File: config.mk
export PLATFORM = sky130hd
export DESIGN_NAME = counter_cmd_master
export DESIGN_NICKNAME = d
export VERILOG_FILES = /design/src/rtl/counter_cmd_master.sv
export SDC_FILE = /design/constraint.sdc
export NUM_CORES = 1
export LEC_CHECK = 0
export BUFFER_PORTS_ARGS = -buffer_cell sky130_fd_sc_hd__clkbuf_2
export CAP_MARGIN = 20
export CORE_UTILIZATION = 41
export CTS_CLUSTER_SIZE = 24
export DETAILED_ROUTE_END_ITERATION = 6
export SLEW_MARGIN = 20
export SYNTH_ARGS = -nofsm -noshare
export SYNTH_HDL_FRONTEND = slang
export SYNTH_SLANG_ARGS = --single-unit
File: constraint.sdc
create_clock -name clk -period 3.1 [get_ports clk]
set_input_delay 0.155 -clock clk [delete_from_list [all_inputs] [get_ports clk]]
set_output_delay 0.155 -clock clk [all_outputs]
set_load 0.02 [all_outputs]
File: src/rtl/counter_cmd_master.sv
// counter_cmd_master: queues user command pulses and turns them into stopwatch counter register writes and snapshot reads.
module counter_cmd_master #(
  parameter int MEM_WIDTH    = 8,
  parameter int FIFO_DEPTH   = 4,
  parameter int READ_LATENCY = 1
) (
  input  logic                 clk,
  input  logic                 rst,
  input  logic                 cmd_start,
  input  logic                 cmd_pause,
  input  logic                 cmd_stop,
  input  logic                 cmd_snap,
  output logic                 mem_write,
  output logic                 mem_read,
  output logic [MEM_WIDTH-1:0] mem_address,
  output logic [MEM_WIDTH-1:0] mem_data_write,
  input  logic [MEM_WIDTH-1:0] mem_data_read,
  output logic [MEM_WIDTH-1:0] snap_value,
  output logic                 snap_valid,
  output logic                 busy,
  output logic                 cmd_dropped
);
  localparam int AW = $clog2(FIFO_DEPTH);
  localparam logic [1:0] C_START = 2'd0, C_PAUSE = 2'd1, C_STOP = 2'd2, C_SNAP = 2'd3;
  typedef enum logic [2:0] {IDLE, WR_CTRL, WR_TRIG, RD_ISSUE, RD_WAIT, CAPTURE} state_t;
  state_t state_q, state_d;
  logic [1:0] cmd_q, cmd_d;
  logic [2:0] cnt_q, cnt_d;
  logic [AW:0] wptr_q, wptr_d, rptr_q, rptr_d;
  logic [1:0] fifo_q [FIFO_DEPTH];
  logic [1:0] fifo_d [FIFO_DEPTH];
  logic mem_write_q, mem_write_d, mem_read_q, mem_read_d;
  logic [MEM_WIDTH-1:0] mem_address_q, mem_address_d, mem_data_write_q, mem_data_write_d;
  logic [MEM_WIDTH-1:0] snap_value_q, snap_value_d;
  logic snap_valid_q, snap_valid_d, busy_q, busy_d, cmd_dropped_q, cmd_dropped_d;
  logic req_any, req_multi, empty, full, pop, push;
  logic [1:0] req_cmd;
  assign req_any   = cmd_start | cmd_pause | cmd_stop | cmd_snap;
  assign req_multi = (cmd_stop & (cmd_pause | cmd_start | cmd_snap)) | (cmd_pause & (cmd_start | cmd_snap)) |
                     (cmd_start & cmd_snap);
  assign req_cmd   = cmd_stop ? C_STOP : cmd_pause ? C_PAUSE : cmd_start ? C_START : C_SNAP;
  assign empty     = wptr_q == rptr_q;
  assign full      = (wptr_q[AW] != rptr_q[AW]) && (wptr_q[AW-1:0] == rptr_q[AW-1:0]);
  assign pop       = (state_q == IDLE) && !empty;
  assign push      = req_any && (!full || pop);
  always_comb begin
    fifo_d = fifo_q;
    wptr_d = wptr_q + (AW+1)'(push);
    rptr_d = rptr_q + (AW+1)'(pop);
    if (push) fifo_d[wptr_q[AW-1:0]] = req_cmd;
  end
  always_comb begin
    state_d = state_q;
    cmd_d   = cmd_q;
    cnt_d   = cnt_q;
    case (state_q)
      IDLE: if (pop) begin
        cmd_d   = fifo_q[rptr_q[AW-1:0]];
        state_d = (cmd_d == C_SNAP) ? RD_ISSUE : WR_CTRL;
      end
      WR_CTRL:  state_d = (cmd_q == C_PAUSE) ? WR_TRIG : IDLE;
      WR_TRIG:  state_d = IDLE;
      RD_ISSUE: begin
        state_d = RD_WAIT;
        cnt_d   = 3'(READ_LATENCY - 1);
      end
      RD_WAIT:  if (cnt_q == 3'd0) state_d = CAPTURE; else cnt_d = cnt_q - 3'd1;
      CAPTURE:  state_d = IDLE;
      default:  state_d = IDLE;
    endcase
  end
  // Outputs are decoded from the next state so each strobe lines up with its state cycle.
  always_comb begin
    mem_write_d      = (state_d == WR_CTRL) || (state_d == WR_TRIG);
    mem_read_d       = state_d == RD_ISSUE;
    mem_address_d    = (state_d == WR_TRIG) ? MEM_WIDTH'(2) : (state_d == RD_ISSUE) ? MEM_WIDTH'(3) : '0;
    mem_data_write_d = (state_d != WR_CTRL) ? '0 : (cmd_d == C_START) ? MEM_WIDTH'(1) :
                       (cmd_d == C_PAUSE) ? MEM_WIDTH'(3) : '0;
    snap_valid_d     = state_d == CAPTURE;
    snap_value_d     = (state_q == RD_WAIT && cnt_q == 3'd0) ? mem_data_read : snap_value_q;
    busy_d           = (state_d != IDLE) || (wptr_d != rptr_d);
    cmd_dropped_d    = req_multi || (req_any && !push);
  end
  always_ff @(posedge clk or negedge rst) begin
    if (!rst) begin
      state_q          <= IDLE;
      cmd_q            <= C_START;
      cnt_q            <= '0;
      wptr_q           <= '0;
      rptr_q           <= '0;
      mem_write_q      <= 1'b0;
      mem_read_q       <= 1'b0;
      mem_address_q    <= '0;
      mem_data_write_q <= '0;
      snap_value_q     <= '0;
      snap_valid_q     <= 1'b0;
      busy_q           <= 1'b0;
      cmd_dropped_q    <= 1'b0;
    end else begin
      state_q          <= state_d;
      cmd_q            <= cmd_d;
      cnt_q            <= cnt_d;
      wptr_q           <= wptr_d;
      rptr_q           <= rptr_d;
      mem_write_q      <= mem_write_d;
      mem_read_q       <= mem_read_d;
      mem_address_q    <= mem_address_d;
      mem_data_write_q <= mem_data_write_d;
      snap_value_q     <= snap_value_d;
      snap_valid_q     <= snap_valid_d;
      busy_q           <= busy_d;
      cmd_dropped_q    <= cmd_dropped_d;
    end
  end
  always_ff @(posedge clk) fifo_q <= fifo_d;
  assign mem_write      = mem_write_q;
  assign mem_read       = mem_read_q;
  assign mem_address    = mem_address_q;
  assign mem_data_write = mem_data_write_q;
  assign snap_value     = snap_value_q;
  assign snap_valid     = snap_valid_q;
  assign busy           = busy_q;
  assign cmd_dropped    = cmd_dropped_q;
endmodule

==> impl_metrics.prom <==
# TYPE chip_impl_metric gauge
chip_impl_metric{name="hold_viol",unit=""} 0
chip_impl_info{name="clock_root_buffer",value="clkbuf_8"} 1
chip_impl_metric{name="port_buffer_cells",unit=""} 30
chip_impl_info{name="timing.critical_path.from_type",value="register"} 1
chip_impl_metric{name="grt_first_pass_wirelength",unit="um"} 4800
chip_impl_metric{name="cts.reportedPaths.clkPinSlew",unit="ps"} 80
chip_impl_metric{name="ys_types",unit=""} 36
chip_impl_metric{name="total_number_of_vias",unit=""} 1082
chip_impl_metric{name="pwr_density_cell",unit="nW/um2"} 1070
chip_impl_metric{name="globalRouteOverflowTotal",unit=""} 0
chip_impl_info{name="post_synth_most_frequent_cells",value="dfrtp_1, buf_4, nand2_1"} 1
chip_impl_metric{name="die_area",unit="um2"} 4500
chip_impl_metric{name="worst_skew_pair.late_latency",unit="ps"} 290
chip_impl_metric{name="max_freq",unit="MHz"} 348
chip_impl_metric{name="postSynth.asyncResetShare",unit=""} 0.795
chip_impl_metric{name="cts_resized",unit=""} 0
chip_impl_metric{name="cts_buffer_depth",unit=""} 2
chip_impl_metric{name="setup_viol_count_final",unit=""} 0
chip_impl_info{name="tritoncts",value="built"} 1
chip_impl_metric{name="totalNegativeSetupSlack",unit="ps"} 0
chip_impl_metric{name="layout-drive-gt1-share",unit=""} 0.291
chip_impl_metric{name="stdcell_area",unit="um2"} 1990
chip_impl_metric{name="seq_area_frac_synth",unit=""} 0.585
chip_impl_metric{name="fin_worst_hold_slack",unit="ps"} 94.6
chip_impl_metric{name="postPlaceCellArea",unit="um2"} 1900
chip_impl_metric{name="cts_buffers",unit=""} 5
chip_impl_metric{name="die_outline_width",unit="um"} 67.1
chip_impl_metric{name="finalCritPeriodShare",unit=""} 0.927
chip_impl_metric{name="min_period",unit="ps"} 2870
chip_impl_info{name="cp-end-kind",value="register"} 1
chip_impl_info{name="worst_path_dominant_cell_family",value="simple AND/OR/NAND/NOR gates"} 1
chip_impl_info{name="synth.area.top_cells",value="dfrtp_1, edfxtp_1, buf_4, mux2_2, ha_1"} 1
chip_impl_metric{name="final_nets",unit=""} 191
chip_impl_metric{name="final.setup_skew",unit="ps"} 11.0
chip_impl_metric{name="clock_sinks",unit=""} 39
chip_impl_metric{name="slew_headroom",unit=""} 0.489
chip_impl_metric{name="placed_cells",unit=""} 213
chip_impl_metric{name="max-cap-violations",unit=""} 0
chip_impl_metric{name="worstMarginPinSlew",unit="ps"} 766
chip_impl_info{name="worst_hold_path.endpoint",value="snap_value[1]$_DFFE_PN0P_"} 1
chip_impl_metric{name="number_of_global_route_vias_before_repair",unit=""} 1070
chip_impl_metric{name="grt_use_total",unit=""} 0.151
chip_impl_metric{name="yosys_warnings",unit=""} 0
chip_impl_metric{name="cts.htree.levels",unit=""} 2
chip_impl_metric{name="synth_largest_type_area_fraction",unit=""} 0.446
chip_impl_info{name="worstReg2RegStart",value="rptr_q[0]$_DFF_PN0_"} 1
chip_impl_metric{name="num_io_pins",unit=""} 43
chip_impl_metric{name="place_congestion",unit=""} 0.809
chip_impl_metric{name="areaGrowthSynthToFinish",unit="%"} 14.6
chip_impl_metric{name="ir_worst_vdd",unit="uV"} 543
chip_impl_metric{name="reg2regPathDepth",unit=""} 9
chip_impl_info{name="postSynth.topFlopCell",value="dfrtp_1"} 1
chip_impl_info{name="synth.largest_area_cell",value="dfrtp_1"} 1
chip_impl_metric{name="die_height",unit="um"} 67.1
chip_impl_info{name="hold_class",value="in2reg"} 1
chip_impl_metric{name="power.leakage",unit="nW"} 0.922
chip_impl_metric{name="path_max_fanout",unit=""} 4
chip_impl_info{name="crit_chain",value="xor2_1 > nor4_1 > or2_2 > inv_1 > ha_1 > ha_1 > xor2_1 > xor2_1 > or4_1"} 1
chip_impl_info{name="timing.rr.end",value="busy$_DFF_PN0_"} 1
chip_impl_metric{name="fin_util",unit=""} 0.494
chip_impl_metric{name="core.rowCount",unit=""} 23
chip_impl_metric{name="detail_route.vias_per_cell",unit=""} 4.87
chip_impl_info{name="synth_most_common_cell",value="dfrtp_1"} 1
chip_impl_metric{name="data_required_time_of_the_critical_path",unit="ps"} 3260
chip_impl_metric{name="start_util",unit=""} 0.431
chip_impl_metric{name="postRouteAntennaNets",unit=""} 0
chip_impl_metric{name="drtIter0Drc",unit=""} 103
chip_impl_info{name="holdCritStartpoint",value="mem_data_read[1]"} 1
chip_impl_metric{name="avgSynthCellArea",unit="um2"} 12.9
chip_impl_metric{name="initial_antenna_violation_count",unit=""} 0
chip_impl_metric{name="number_of_flops_mapped_to_enable_cells_by_yosys",unit=""} 8
chip_impl_metric{name="worst-r2r-setup-slack",unit="ps"} 230
chip_impl_info{name="worstSetupPathType",value="reg2reg"} 1
chip_impl_metric{name="core",unit="um2"} 4030
chip_impl_metric{name="synth-seq-cells",unit=""} 39
chip_impl_metric{name="drt-wirelength-per-cell",unit="um"} 12.5
chip_impl_metric{name="cp_num_buf_inv",unit=""} 1
chip_impl_metric{name="routed_wirelength",unit="um"} 2790
chip_impl_info{name="outcome",value="finished clean"} 1
chip_impl_metric{name="drc_errors",unit=""} 0
chip_impl_metric{name="cp_data_arrival_time",unit="ps"} 3030
chip_impl_info{name="rsz0062_at_grt",value="false"} 1
chip_impl_metric{name="drtPass1Iterations",unit=""} 4
chip_impl_metric{name="netlist_area",unit="um2"} 1740
chip_impl_metric{name="critical_path.max_stage_delay",unit="ps"} 610
chip_impl_metric{name="instances_no_fill",unit=""} 222
chip_impl_metric{name="timing_max_transition_violations_final",unit=""} 0
chip_impl_metric{name="insertedDiodeCount",unit=""} 0
chip_impl_metric{name="synth_cells",unit=""} 135
chip_impl_metric{name="dp_hpwl",unit="um"} 2090
chip_impl_metric{name="grt_start_max_net_pins",unit=""} 32
chip_impl_info{name="worst_path_max_delay_cell",value="nor4_1"} 1
chip_impl_metric{name="whs_path_depth",unit=""} 2
chip_impl_info{name="crit_top_cell",value="xor2_1"} 1
## registers in the layout, indices dropped and copies added, names as in the netlist
name            flops
fifo_q              8
snap_value          8
cnt_q               3
rptr_q              3
state_q             3
wptr_q              3
cmd_q               2
mem_address         2
mem_data_write      2
busy                1
cmd_dropped         1
mem_read            1
mem_write           1
snap_valid          1
## cells in the final DEF, fill, tap and decap left out, types with 2 or more instances in the layout
master     netlist  routed
xnor2_1          3       3
xor2_1           6       6
and2_1           4       4
a21oi_1          3       3
conb_1           1      12
nor3_1           3       3
clkbuf_8         0       5
nand2b_1         2       2
nand2_1         10      10
a2111oi_0        2       2
nor2_1           3       3
o21ai_0          3       3
ha_1             6       6
dfrtp_1         31      31
edfxtp_1         8       8
nor4_1           3       3
nand3_1          3       3
clkbuf_2         0      30
inv_1            6       6
mux2_2           8       8
nor3b_1          2       2
## cells by family after synthesis
family | synth area share
fa+ha+maj | 0.0432
xor+xnor | 0.0454
mux | 0.0799
simple gates | 0.116
compound gates | 0.0612
other cells | 0.00216
buf+inv | 0.0677
flops | 0.585
## worst max-delay path by stage
stage,from,to,slack [ps],cells after the start
6_report,rptr_q[0]$_DFF_PN0_,busy$_DFF_PN0_,230,9
5_1_grt,rptr_q[0]$_DFF_PN0_,busy$_DFF_PN0_,110,9
4_1_cts,rptr_q[0]$_DFF_PN0_,busy$_DFF_PN0_,240,9
3_5_place_dp,rptr_q[0]$_DFF_PN0_,busy$_DFF_PN0_,220,9
3_3_place_gp,rptr_q[0]$_DFF_PN0_,busy$_DFF_PN0_,340,9
2_1_floorplan,rptr_q[0]$_DFF_PN0_,busy$_DFF_PN0_,550,9
## area by class of cell
type / instances / area (um2)
Tap cell: 50 / 62.6
Clock buffer: 6 / 72.6
Inverter: 6 / 22.5
Sequential cell: 39 / 1020
Timing Repair Buffer: 31 / 160
Multi-Input combinational cell: 88 / 646
Fill cell: 371 / 2040
Clock inverter: 2 / 12.5
## routing by layer
metal | share of wire | up-vias | global-route usage
met1 | 0.44 | 515 | 0.166
met2 | 0.49 | 34 | 0.239
met3 | 0.053 | 8 | 0.0668
met5 | 0 | - | 0
li1 | - | 525 | -
met4 | 0.022 | 0 | 0.0904
## through the flow
| step | total power (W) | worst slack (ps) |
|---|---|---|
| final | 0.00213 | 227 |
| after global routing | 0.00231 | 111 |
| after CTS | 0.00216 | 236 |
| after detailed placement | 0.00183 | 218 |
| after global placement | 0.00181 | 343 |
| after floorplan | 0.00159 | 555 |
## report_power, final
| group | switching, W | internal (W) | leakage [nW] |
|---|---|---|---|
| Sequential | 0.000132 | 0.000741 | 0.456 |
| Clock | 0.000171 | 0.000157 | 0.0412 |
| Combinational | 0.000525 | 0.000403 | 0.425 |
## repair_timing
action | CTS | global route
setup endpoints to repair | 0 | 0
setup buffers | 0 | 0
hold buffers | 1 | 0
endpoints found under the hold margin | 31 | 0
Power figures use the tool's default switching activity.
